File: config.mk
export PLATFORM = sky130hd
export DESIGN_NAME = irq_sched
export DESIGN_NICKNAME = d
export VERILOG_FILES = /design/src/rtl/irq_sched_pkg.sv /design/src/rtl/irq_sched_pick.sv /design/src/rtl/irq_sched.sv
export SDC_FILE = /design/constraint.sdc
export NUM_CORES = 1
export LEC_CHECK = 0
export ABC_AREA = 1
export CORE_MARGIN = 3
export CORE_UTILIZATION = 40
export CTS_CLUSTER_DIAMETER = 50
export DETAILED_ROUTE_END_ITERATION = 16
export PLACE_DENSITY = 0.78
export SYNTH_ARGS = -nofsm -noshare
export SYNTH_HDL_FRONTEND = slang
export SYNTH_SLANG_ARGS = --single-unit
export TNS_END_PERCENT = 10
File: constraint.sdc
create_clock -name clk_i -period 1.5 [get_ports clk_i]
set_clock_uncertainty 0.05 [all_clocks]
set_input_delay 0.3 -clock clk_i [delete_from_list [all_inputs] [get_ports clk_i]]
set_output_delay 0.3 -clock clk_i [all_outputs]
set_load 0.02 [all_outputs]
File: src/rtl/irq_sched_pkg.sv
// irq_sched_pkg: shared types, defaults and helpers for the interrupt scheduler.
package irq_sched_pkg;

   localparam int N_SRC_DEF = 32;
   localparam int ID_W_DEF  = 5;

   typedef enum logic [1:0] {
      IDLE = 2'd0,
      REQ  = 2'd1,
      GAP  = 2'd2
   } irq_state_e;

   // Binary index of a one-hot vector (zero when no bit is set).
   function automatic logic [31:0] onehot_to_id(input logic [31:0] oh);
      logic [31:0] r;
      r = '0;
      for (int i = 0; i < 32; i++)
         if (oh[i]) r = r | 32'(i);
      return r;
   endfunction

endpackage

File: src/rtl/irq_sched_pick.sv
// irq_sched_pick: combinational winner selection among eligible sources.
// Build option IRQ_SCHED_RR_EN selects round-robin starting after ptr_i;
// otherwise the lowest eligible index wins and ptr_i is not used.
module irq_sched_pick
   import irq_sched_pkg::*;
#(
   parameter int N_SRC = N_SRC_DEF,
   parameter int ID_W  = ID_W_DEF
) (
   input  logic [N_SRC-1:0] elig_i,
   input  logic [ID_W-1:0]  ptr_i,
   output logic             vld_o,
   output logic [ID_W-1:0]  id_o
);

`ifdef IRQ_SCHED_RR_EN
   // Search from ptr+1 upward, wrapping modulo N_SRC; first hit wins.
   always_comb begin
      logic found;
      int   idx;
      vld_o = |elig_i;
      id_o  = '0;
      found = 1'b0;
      idx   = 0;
      for (int k = 1; k <= N_SRC; k++) begin
         idx = (int'(ptr_i) + k) % N_SRC;
         if (!found && elig_i[idx]) begin
            found = 1'b1;
            id_o  = ID_W'(idx);
         end
      end
   end
`else
   logic             unused_ptr;
   logic [N_SRC-1:0] lowest;

   assign unused_ptr = ^ptr_i;

   // Isolate the lowest set bit and encode it.
   always_comb begin
      vld_o  = |elig_i;
      lowest = elig_i & (~elig_i + N_SRC'(1));
      id_o   = ID_W'(onehot_to_id(32'(lowest)));
   end
`endif

endmodule

File: src/rtl/irq_sched.sv
// irq_sched: latches interrupt source pulses, masks them, and presents one
// request at a time to the core, held stable until the matching ack.
// Build option IRQ_SCHED_RR_EN enables round-robin selection with a
// last-grant pointer; default is fixed lowest-index-first priority.
module irq_sched
   import irq_sched_pkg::*;
#(
   parameter int N_SRC = N_SRC_DEF,
   parameter int ID_W  = ID_W_DEF
) (
   input  logic             clk_i,
   input  logic             rst_i,
   input  logic [N_SRC-1:0] src_i,
   input  logic             cfg_we_i,
   input  logic [N_SRC-1:0] cfg_mask_i,
   input  logic [N_SRC-1:0] cfg_clr_i,
   output logic             irq_o,
   output logic [ID_W-1:0]  irq_id_o,
   input  logic             irq_ack_i,
   input  logic [ID_W-1:0]  irq_ack_id_i,
   output logic [N_SRC-1:0] pending_o,
   output logic [N_SRC-1:0] mask_o,
   output logic             busy_o
);

   irq_state_e       state_q;
   logic [N_SRC-1:0] pending_q, pending_d;
   logic [N_SRC-1:0] mask_q;
   logic             irq_q;
   logic [ID_W-1:0]  id_q;
   logic [N_SRC-1:0] elig, ackclr;
   logic             ack_ok, pick_vld;
   logic [ID_W-1:0]  pick_id, ptr_w;

   // An ack is accepted only in REQ and only for the presented ID; since the
   // presented ID is always < N_SRC, out-of-range ack IDs never match.
   assign ack_ok = (state_q == REQ) && irq_ack_i && (irq_ack_id_i == id_q);
   assign elig   = pending_q & mask_q;

   // Pending next state: clears first, new source levels override them.
   always_comb begin
      ackclr    = ack_ok ? (N_SRC'(1) << irq_ack_id_i) : '0;
      pending_d = (pending_q & ~cfg_clr_i & ~ackclr) | src_i;
   end

`ifdef IRQ_SCHED_RR_EN
   logic [ID_W-1:0] ptr_q;

   // Last-grant pointer advances on every accepted ack.
   always_ff @(posedge clk_i) begin
      if (rst_i)       ptr_q <= '0;
      else if (ack_ok) ptr_q <= id_q;
   end
   assign ptr_w = ptr_q;
`else
   assign ptr_w = '0;
`endif

   irq_sched_pick #(.N_SRC(N_SRC), .ID_W(ID_W)) u_pick (
      .elig_i (elig),
      .ptr_i  (ptr_w),
      .vld_o  (pick_vld),
      .id_o   (pick_id)
   );

   // Pending and mask registers.
   always_ff @(posedge clk_i) begin
      if (rst_i) begin
         pending_q <= '0;
         mask_q    <= '0;
      end else begin
         pending_q <= pending_d;
         if (cfg_we_i) mask_q <= cfg_mask_i;
      end
   end

   // Request FSM: present a winner, hold it until ack or withdrawal, then
   // force one deasserted cycle after an ack so the core sees the edge.
   always_ff @(posedge clk_i) begin
      if (rst_i) begin
         state_q <= IDLE;
         irq_q   <= 1'b0;
         id_q    <= '0;
      end else begin
         case (state_q)
            IDLE: if (pick_vld) begin
               id_q    <= pick_id;
               irq_q   <= 1'b1;
               state_q <= REQ;
            end
            REQ: if (ack_ok) begin
               irq_q   <= 1'b0;
               state_q <= GAP;
            end else if (!elig[id_q]) begin
               irq_q   <= 1'b0;
               state_q <= IDLE;
            end
            GAP: begin
               irq_q   <= 1'b0;
               state_q <= IDLE;
            end
            default: begin
               irq_q   <= 1'b0;
               state_q <= IDLE;
            end
         endcase
      end
   end

   assign irq_o     = irq_q;
   assign irq_id_o  = id_q;
   assign pending_o = pending_q;
   assign mask_o    = mask_q;
   assign busy_o    = (state_q != IDLE);

   // Protocol check: the core must only acknowledge the ID it was given.
   a_ack_id: assert property (@(posedge clk_i) disable iff (rst_i)
      (state_q == REQ && irq_ack_i) |-> (irq_ack_id_i == id_q))
      else $warning("irq_sched: ack id %0d differs from presented id %0d",
                    irq_ack_id_i, id_q);

endmodule

Word-level counts from Yosys, hierarchy flattened:

Cells that the tools add are included.
W data, S select, Z words.

* output and inout bits: 71
* memories: 0
* memory bits (read-only): 0
* register bits after elaboration: 72
* bits of input ports: 105
* word-level logic and storage cells: 95
* memory bits (writable): 0
* latch bits: 0

* divide/modulo/power cells: 0
* shifts and indexed selects: 1
* reduce and logical (&&, ||, !) cells: 10
* bitwise gates (word level): 8
* multiply operators: 0
* multiplexer cells: 65
* eq/ne operators: 4
* $add $sub $neg: 1
* magnitude comparators: 1

Operators by type and width (count)
* $and A32 B32 Y32: 4
* $mux W5: 21
* $mux W32: 3
* $not A32 Y32: 3
* $add A32 B1 Y32 const B: 1
* $mux W4: 8
* $or A32 B32 Y32: 1
* $reduce_or A32 Y1: 1
* $shl A1 B5 Y32 const A: 1
* $mux W2: 13
* $mux W1: 13
* $mux W3: 4
* $reduce_bool A2 Y1: 4
* $lt A5 B6 Y1 const B: 1
* $bmux W1 S5: 1
* $eq A5 B5 Y1: 1
* $ne A4 B4 Y1 const B: 1
* $pmux W2 S2: 1
* $reduce_and A2 Y1: 2
* $ne A3 B3 Y1 const B: 1
* $eq A2 B1 Y1 const B: 1
* $logic_and A1 B1 Y1: 2
* $logic_not A2 Y1: 1
* $pmux W1 S2: 1

Longest topological paths before layout:

Gate-level depths: netlist of the first run.

* depth after elaboration: 40
* mapped depth: 11
* gate-level depth less buffers: 11

Cells and area by module:

Synthesis of the first run repeated with hierarchy kept, for this count alone.

* cell total of the unflattened synthesis: 769
* area total of the unflattened synthesis: 4832.1 µm²

Modules (own cells, without submodules)
* irq_sched: area each 3930.0 µm², sequential area each 1421.4 µm², cells each 581, instances 1
* irq_sched_pick: area each 902.1 µm², sequential area each 0.0 µm², cells each 188, instances 1

Worst setup path after synthesis of the first run:

OpenSTA, ideal clock, no wires.

* kind: reg-to-reg
* start: register id_q[1], in the netlist irq_id_o[1]
* end: register pending_q[4], in the netlist pending_o[4]
* stages on the path, launching flop included: 11
* data arrival time: 1.541 ns
* slack: -0.206 ns
* required time: 1.335 ns
* buffers on the path: 2
* path through: dfxtp_1 -> buf_2 -> nand2_1 -> a21oi_2 -> nand3_4 -> inv_4 -> buf_6 -> nand3_1 -> nand2_1 -> nor2_1 -> o21a_1

* cells in the longest elaborated chain, start to end: 6

RTL lines
* from (decl): line irq_sched.sv:30 `logic [ID_W-1:0] id_q;`
* from (signal assigned): line irq_sched.sv:87 `id_q <= pick_id;`
* $eq A5 B5 Y1: line irq_sched.sv:37 `assign ack_ok = (state_q == REQ) && irq_ack_i && (irq_ack_id_i == id_q);`
* $logic_and A1 B1 Y1: line irq_sched.sv:37
* $mux W32: line irq_sched.sv:42 `ackclr = ack_ok ? (N_SRC'(1) << irq_ack_id_i) : '0;`
* $not A32 Y32: line irq_sched.sv:43 `pending_d = (pending_q & ~cfg_clr_i & ~ackclr) | src_i;`
* $and A32 B32 Y32: line irq_sched.sv:43
* $or A32 B32 Y32: line irq_sched.sv:43
* to (signal assigned): line irq_sched.sv:72 `pending_q <= pending_d;`
* to (decl): line irq_sched.sv:27 `logic [N_SRC-1:0] pending_q, pending_d;`

No other way between the ends.
A chain may end at the register's enable or synchronous reset.

Worst setup path after layout of the first run:

* start: register pending_q[7], in the netlist pending_o[7]
* end: register id_q[4], in the netlist irq_id_o[4]

* cells in the longest elaborated chain, start to end: 25

RTL lines
* $and A32 B32 Y32 *: line irq_sched.sv:38 `assign elig = pending_q & mask_q;`
* $not A32 Y32: line irq_sched_pick.sv:42 `lowest = elig_i & (~elig_i + N_SRC'(1));`
* $add A32 B1 Y32: line irq_sched_pick.sv:42
* $and A32 B32 Y32: line irq_sched_pick.sv:42
* $mux W5 (16 in series): line irq_sched_pkg.sv:18 `if (oh[i]) r = r | 32'(i);`
* $mux W5: line irq_sched.sv:86 `IDLE: if (pick_vld) begin`
* $mux W5: line irq_sched.sv:85 `case (state_q)`
* $mux W5: line irq_sched.sv:80 `if (rst_i) begin`
* $mux W5: line irq_sched.sv:85
* $mux W5: line irq_sched.sv:80

Every way passes the cells marked *; elsewhere a longest branch is shown, timed or not. The select of a mux whose other input is x is not followed.

==> results of run 1 <==
cells by family (layout without fill, tap and decap cells):
group,count (synthesis),in the layout,share of synthesized area [%]
buffers and inverters,118,439,11.3
xor gates and xnor gates,2,2,0.404
and+or+nand+nor,386,386,38.3
DFF,71,71,32.8
AOI/OAI and AO/OA,126,126,17.2
cell type report:
type                            count  area share [%]
Multi-Input combinational cell    514            36.5
Timing Repair Buffer              331            35.0
Sequential cell                    71            18.6
Inverter                           90            4.55
Tap cell                          136            2.16
Clock buffer                       10            1.89
Clock inverter                      6            1.15
Timing Repair inverter              2           0.223
per-layer routing:
layer / global-route usage (%) / share of wire, %
met4: 9.06 / 3.0
met3: 5.77 / 6.4
met1: 38.3 / 39
met2: 55.8 / 51
met5: 0 / 0
flip-flops by register name, indices dropped and copies added, names as in the netlist:
name,count
mask_o,32
pending_o,32
irq_id_o,5
irq_o,1
state_q,1
worst max-delay path, delay by kind of cell (launching register included):
| family | cells | cell delay (ns) |
|---|---|---|
| AND/OR/NAND/NOR | 11 | 1.28 |
| flip-flops | 1 | 0.35 |
worst min path at each step:
stage,cells past startpoint,endpoint,slack [ns]
after floorplan,1,irq_o,0.31
after global placement,3,irq_o,0.48
after detailed placement,3,irq_o,0.48
after CTS,3,mask_o[4],0.37
after global routing,3,mask_o[14],0.40
final,3,mask_o[4],0.38
power groups by stage:
stage,registers [W],clock network (W),logic [W]
floorplan,0.00236,0,0.000828
global placement,0.00218,0,0.00222
detailed placement,0.00219,0,0.00225
CTS,0.00215,0.00186,0.00221
global route,0.00220,0.00194,0.00258
finish,0.00218,0.00185,0.00240
stage by stage:
stage / setup TNS (ns) / total power [W] / hold slack, ns / setup slack, ns
after floorplan: -1.97 / 0.00319 / 0.309 / -0.0853
after global placement: -25.08 / 0.00440 / 0.477 / -0.589
after detailed placement: -27.48 / 0.00443 / 0.482 / -0.649
after CTS: -2.13 / 0.00622 / 0.366 / -0.262
after global routing: -7.23 / 0.00671 / 0.403 / -0.375
final: -4.54 / 0.00643 / 0.385 / -0.256
Yosys cell counts:
library cell  instances  area [µm²]
dfxtp_1              71        1420
clkbuf_1             14        52.6
a21oi_1              36         180
o21a_1               32         240
nand4_1               5        31.3
o21ai_0              44         220
nand2_1             160         601
o211ai_1             11        82.6
xor2_1                2        17.5
clkbuf_4              1        7.51
nor4_1                4        25.0
nand3_1              90         450
inv_2                 4        15.0
inv_4                 1        6.26
clkinv_1              1        3.75
nand3b_1              3        22.5
nor2_2                4        25.0
buf_6                 3        33.8
nand2_2               5        31.3
nor3_4                1        16.3
nor2_4                2        22.5
buf_2                10        50.1
nor2_1              109         409
a31oi_1               1        6.26
nor3_1                2        10.0
a21oi_2               2        17.5
inv_1                83         312
nand3_4               1        17.5
clkinv_4              1        8.76
what timing repair did:
item	in CTS	in global routing
gates resized for setup	157	218
setup buffers	1	6
endpoints found under the setup margin	109	97
pin swaps	2	40
gates cloned	0	2
==> run_results.csv, run 1 <==
group,metric,value,unit
clock_network,cts_max_level,3,
finish,mostFrequentLayoutCell,"buf_4",
synthesis,seq_area_frac_synth,32.8,%
finish,fillers,793,
global_routing,grt_pass1_vias,5747,
finish,multi_input_area,2870,µm²
synthesis,synth_fp_nets,808,
synthesis,ys.warnings.count,0,
pwr,pwr-share-seq,33.9,%
finish,layout.nets,1124,
timing,period_needed,1.76,ns
floorplan,rows,37,
pwr,p_per_area,818,nW/µm²
clock_network,clk_latency,0.35,ns
global_routing,antenna_found_initial,0,
global_routing,grt_max_degree,65,
global_routing,grt_pass1_wl,28.8,mm
pwr,pwr-share-clk,28.7,%
pwr,leakage,4.02,nW
critical_path,start_kind,"flop",
pwr,p_int,0.00423,W
finish,fin_util,75.5,%
synthesis,syn-instance-count,703,
floorplan,initial_core_util,41.6,%
timing,min_period_over_period,117,%
route,wl_per_cell,17.3,µm
floorplan,chipHeight,110,µm
timing,rsz0062_at_grt,"true",
job,drv_cap,0,
finish,final_cell_mix,"buf_4, nand2_1, clkdlybuf4s50_1, nor2_1, inv_1",
global_routing,overflow,0,
critical_path,worstRegToRegCells,11,
floorplan,die_width,110,µm
placement,dpl_cell_area,7270,µm²
clock_network,hold_buffers,0,
finish,n_antenna_cell,0,
critical_path,crit_fanout,5,
critical_path,required,1.72,ns
critical_path,worstSetupEndpoint,"irq_id_o[4]",
route,ant_nets,0,
critical_path,cp_cell_sequence,"nand2_2 -> nand2_2 -> nor2_2 -> nand2_1 -> nor2_4 -> nand3_2 -> nand2_1 -> nor2_1 -> nand3_1 -> nor2_1 -> nor2_1",
critical_path,crit_type,"flop to flop",
placement,gp_congestion,0.900,
critical_path,r2r-end,"irq_id_o[4]",
pwr,p_comb_share,37.4,%
synthesis,syn_avg_cell_area,6.17,µm²
route,vias_per_cell,5.22,
critical_path,cp_slowest_cell,"dfxtp_2",
clock_network,cts_sinks,71,
critical_path,worst_setup_path_end_kind,"flop",
clock_network,cts_tree,"yes",
pwr,p_sw,0.00220,W
placement,place_inst,1135,
clock_network,cts_inserted_buffers,9,
pwr,power.share.switching,34.3,%
timing,setup_viol,38,
timing,worst_slew_pin_slew,0.429,ns
critical_path,crit_top_cell,"nor2_1",
clock_network,path_clk_slew,0.08,ns
route,drtIter0Drc,407,
route,firstDrtPassIters,5,
finish,design_area,7870,µm²
finish,areaGrowthSynthToFinish,81.4,%
clock_network,root_buffer,"clkbuf_8",
critical_path,startpoint,"pending_o[7]",
timing,final-hold-violation-count,0,
critical_path,r2r_setup_slack,-0.26,ns
finish,drive_gt1_share,37.7,%
route,vias,6057,
worst_hold_path,hp-start,"cfg_we_i",
timing,clock.fmax,570,MHz
synthesis,synth_area,4340,µm²
global_routing,gr-usage-all-layers,31.3,%
synthesis,ys_types,29,
placement,port_buffers,175,
critical_path,critPathArrivalTime,1.98,ns
run_status,failed_checks,"negative setup slack",
timing,slew_viol_final,0,
floorplan,dieArea,12100,µm²
synthesis,ys_ff_latch,71,
clock_network,clockBufferDepth,2,
placement,place_hpwl,15.3,mm
run_status,status,"finished, violations left",
critical_path,regToRegStartpoint,"pending_o[7]",
route,drc,0,
pwr,peakVddDrop,0.598,mV
route,postRouteWirelength,20.1,mm
floorplan,ios,176,
timing,slew_headroom,71.1,%
critical_path,max_stage_delay,0.35,ns
floorplan,placeableCoreArea,10400,µm²
worst_hold_path,hold_class,"input pin to flop",
finish,fin_cells,1160,
timing,final.setup.worst_slack,-0.256,ns
finish,seqCellArea,1460,µm²
(Power assumes the default switching activity.)
==> inputs of run 2 (changes only) <==
- CTS_CLUSTER_SIZE: unset -> 30
==> results of run 2 <==
Final layout, timing and power as in run 1 (identical DEF).
==> inputs of run 3 (changes only) <==
- CORE_UTILIZATION: 40 -> 42
- CTS_BUF_LIST: unset -> sky130_fd_sc_hd__clkbuf_2 sky130_fd_sc_hd__clkbuf_4 sky130_fd_sc_hd__clkbuf_8
- PLACE_DENSITY: 0.78 -> 0.79
- SYNTH_HIERARCHICAL: unset -> 1
==> run 3 against run 2 <==
Net effect: the run still ends with negative setup slack left; critical path depth is 1 higher; largest power group unchanged; flip-flop and latch count stayed put; maximum frequency shrank 1.3%; critical endpoint unchanged; via count increased by 3.1%; global-route usage decreased by 1.3 points.
==> run_results.csv, run 3 <==
group,metric,value,unit
floorplan,rows,38,
clock_network,path_clk_slew,0.08,ns
critical_path,required,1.73,ns
pwr,p_comb_share,39.8,%
pwr,power.share.switching,35.9,%
route,postRouteWirelength,19.6,mm
timing,min_period_over_period,119,%
global_routing,overflow,0,
placement,place_inst,1190,
clock_network,cts_tree,"yes",
timing,final-hold-violation-count,0,
floorplan,initial_core_util,43.8,%
placement,dp_slack,-0.443,ns
route,vias,6243,
synthesis,synth_fp_nets,873,
finish,fin_cells,1216,
timing,worst_slew_pin_slew,0.337,ns
global_routing,grt_pass1_vias,6125,
clock_network,clockBufferDepth,2,
floorplan,ios,176,
floorplan,placeableCoreArea,11000,µm²
floorplan,chipHeight,113,µm
pwr,p_sw,0.00237,W
route,ant_nets,0,
global_routing,grt_pass1_wl,30.4,mm
synthesis,synth_area,4830,µm²
floorplan,die_width,113,µm
pwr,p_per_area,827,nW/µm²
finish,drive_gt1_share,37.5,%
timing,setup_viol,7,
floorplan,dieArea,12800,µm²
pwr,leakage,4.06,nW
global_routing,gr-usage-all-layers,30.0,%
timing,slew_viol_final,0,
placement,place_hpwl,15.7,mm
pwr,pwr-share-clk,26.4,%
pwr,p_int,0.00423,W
timing,rsz0062_at_grt,"true",
clock_network,root_buffer,"clkbuf_8",
finish,design_area,7970,µm²
pwr,pwr-share-seq,33.8,%
route,drtIter0Drc,572,
global_routing,antenna_found_initial,0,
route,firstDrtPassIters,7,
finish,areaGrowthSynthToFinish,65.1,%
run_status,status,"finished, violations left",
pwr,peakVddDrop,0.500,mV
placement,port_buffers,175,
job,drv_cap,0,
route,wl_per_cell,16.2,µm
critical_path,start_kind,"flop",
clock_network,cts_max_level,3,
pwr,power.total,0.00659,W
finish,mostFrequentLayoutCell,"buf_4",
finish,n_antenna_cell,0,
synthesis,syn-instance-count,768,
clock_network,hold_buffers,0,
timing,clock.fmax,562,MHz
finish,final_cell_mix,"buf_4, nor2_1, nand2_1, inv_1, clkdlybuf4s50_1",
critical_path,crit_type,"flop to flop",
clock_network,cts_sinks,71,
run_status,failed_checks,"negative setup slack",
finish,layout.nets,1176,
critical_path,worst_setup_path_end_kind,"flop",
worst_hold_path,hold_class,"input pin to flop",
clock_network,clk_latency,0.35,ns
synthesis,syn_avg_cell_area,6.29,µm²
critical_path,critPathArrivalTime,2.01,ns
critical_path,crit_fanout,4,
route,vias_per_cell,5.13,
route,drc,0,
placement,gp_congestion,0.977,
synthesis,ys.warnings.count,6,
timing,slew_headroom,77.5,%
clock_network,cts_inserted_buffers,9,
global_routing,grt_max_degree,29,
timing,period_needed,1.78,ns
placement,dpl_cell_area,7650,µm²
timing,final.setup.worst_slack,-0.279,ns
-- run 3: final cells by class --
type / instances / area (µm²)
flip-flops and latches: 71 / 1470
well taps: 140 / 175
clock buffers: 10 / 138
repair buffers: 321 / 2690
multi-input cells: 539 / 2900
fillers: 923 / 3060
clock inverters: 6 / 83.8
inverters: 129 / 512
-- run 3: stage by stage --
step                      TNS, ns  util, %  hold WS, ns
after floorplan             -1.93        -        0.374
after global placement     -13.53     69.4        0.446
after detailed placement   -15.33     69.4        0.467
after CTS                   -1.54     72.4        0.329
after global routing        -3.00     72.3        0.354
final                       -1.56     72.3        0.346
-- run 3: repair_timing --
action	4_1_cts	5_1_grt
buffers inserted	5	5
hold endpoints to repair	0	0
gates resized for setup	182	101
setup endpoints to repair	109	89
pin swaps	21	23
-- run 3: path summary, 6_finish.rpt --
path	endpoint	slack, ns	start	cells after the start
worst max-delay path	irq_id_o[4]	-0.28	pending_o[5]	12
worst min-delay path	pending_o[3]	0.35	rst_i	3
worst max register to register	irq_id_o[4]	-0.28	pending_o[5]	12
worst min register to register	pending_o[31]	0.47	pending_o[31]	2
-- run 3: critical path, stage by stage (launching register included) --
cell and delay (ns):
dfxtp_4 0.36, nand2_2 0.06, inv_2 0.05, nor2_4 0.12
nand2_2 0.10, nor2_8 0.16, nand2_4 0.06, nor2_4 0.12
nand4_1 0.16, nand2_2 0.14, buf_6 0.11, o21ai_1 0.06
a21oi_1 0.14
-- run 3: power groups by stage --
stage	Sequential, W	Clock (W)	Combinational, W
floorplan	0.00242	0	0.00106
global placement	0.00224	0	0.00253
detailed placement	0.00225	0	0.00256
CTS	0.00221	0.00175	0.00257
global route	0.00224	0.00183	0.00281
finish	0.00223	0.00174	0.00262
-- run 3: layer usage --
metal | part of all wire [%] | global-route usage [%]
met4 | 3.3 | 11.5
met3 | 7.6 | 5.13
met5 | 0 | 0
met2 | 49 | 51.7
met1 | 40 | 37.2
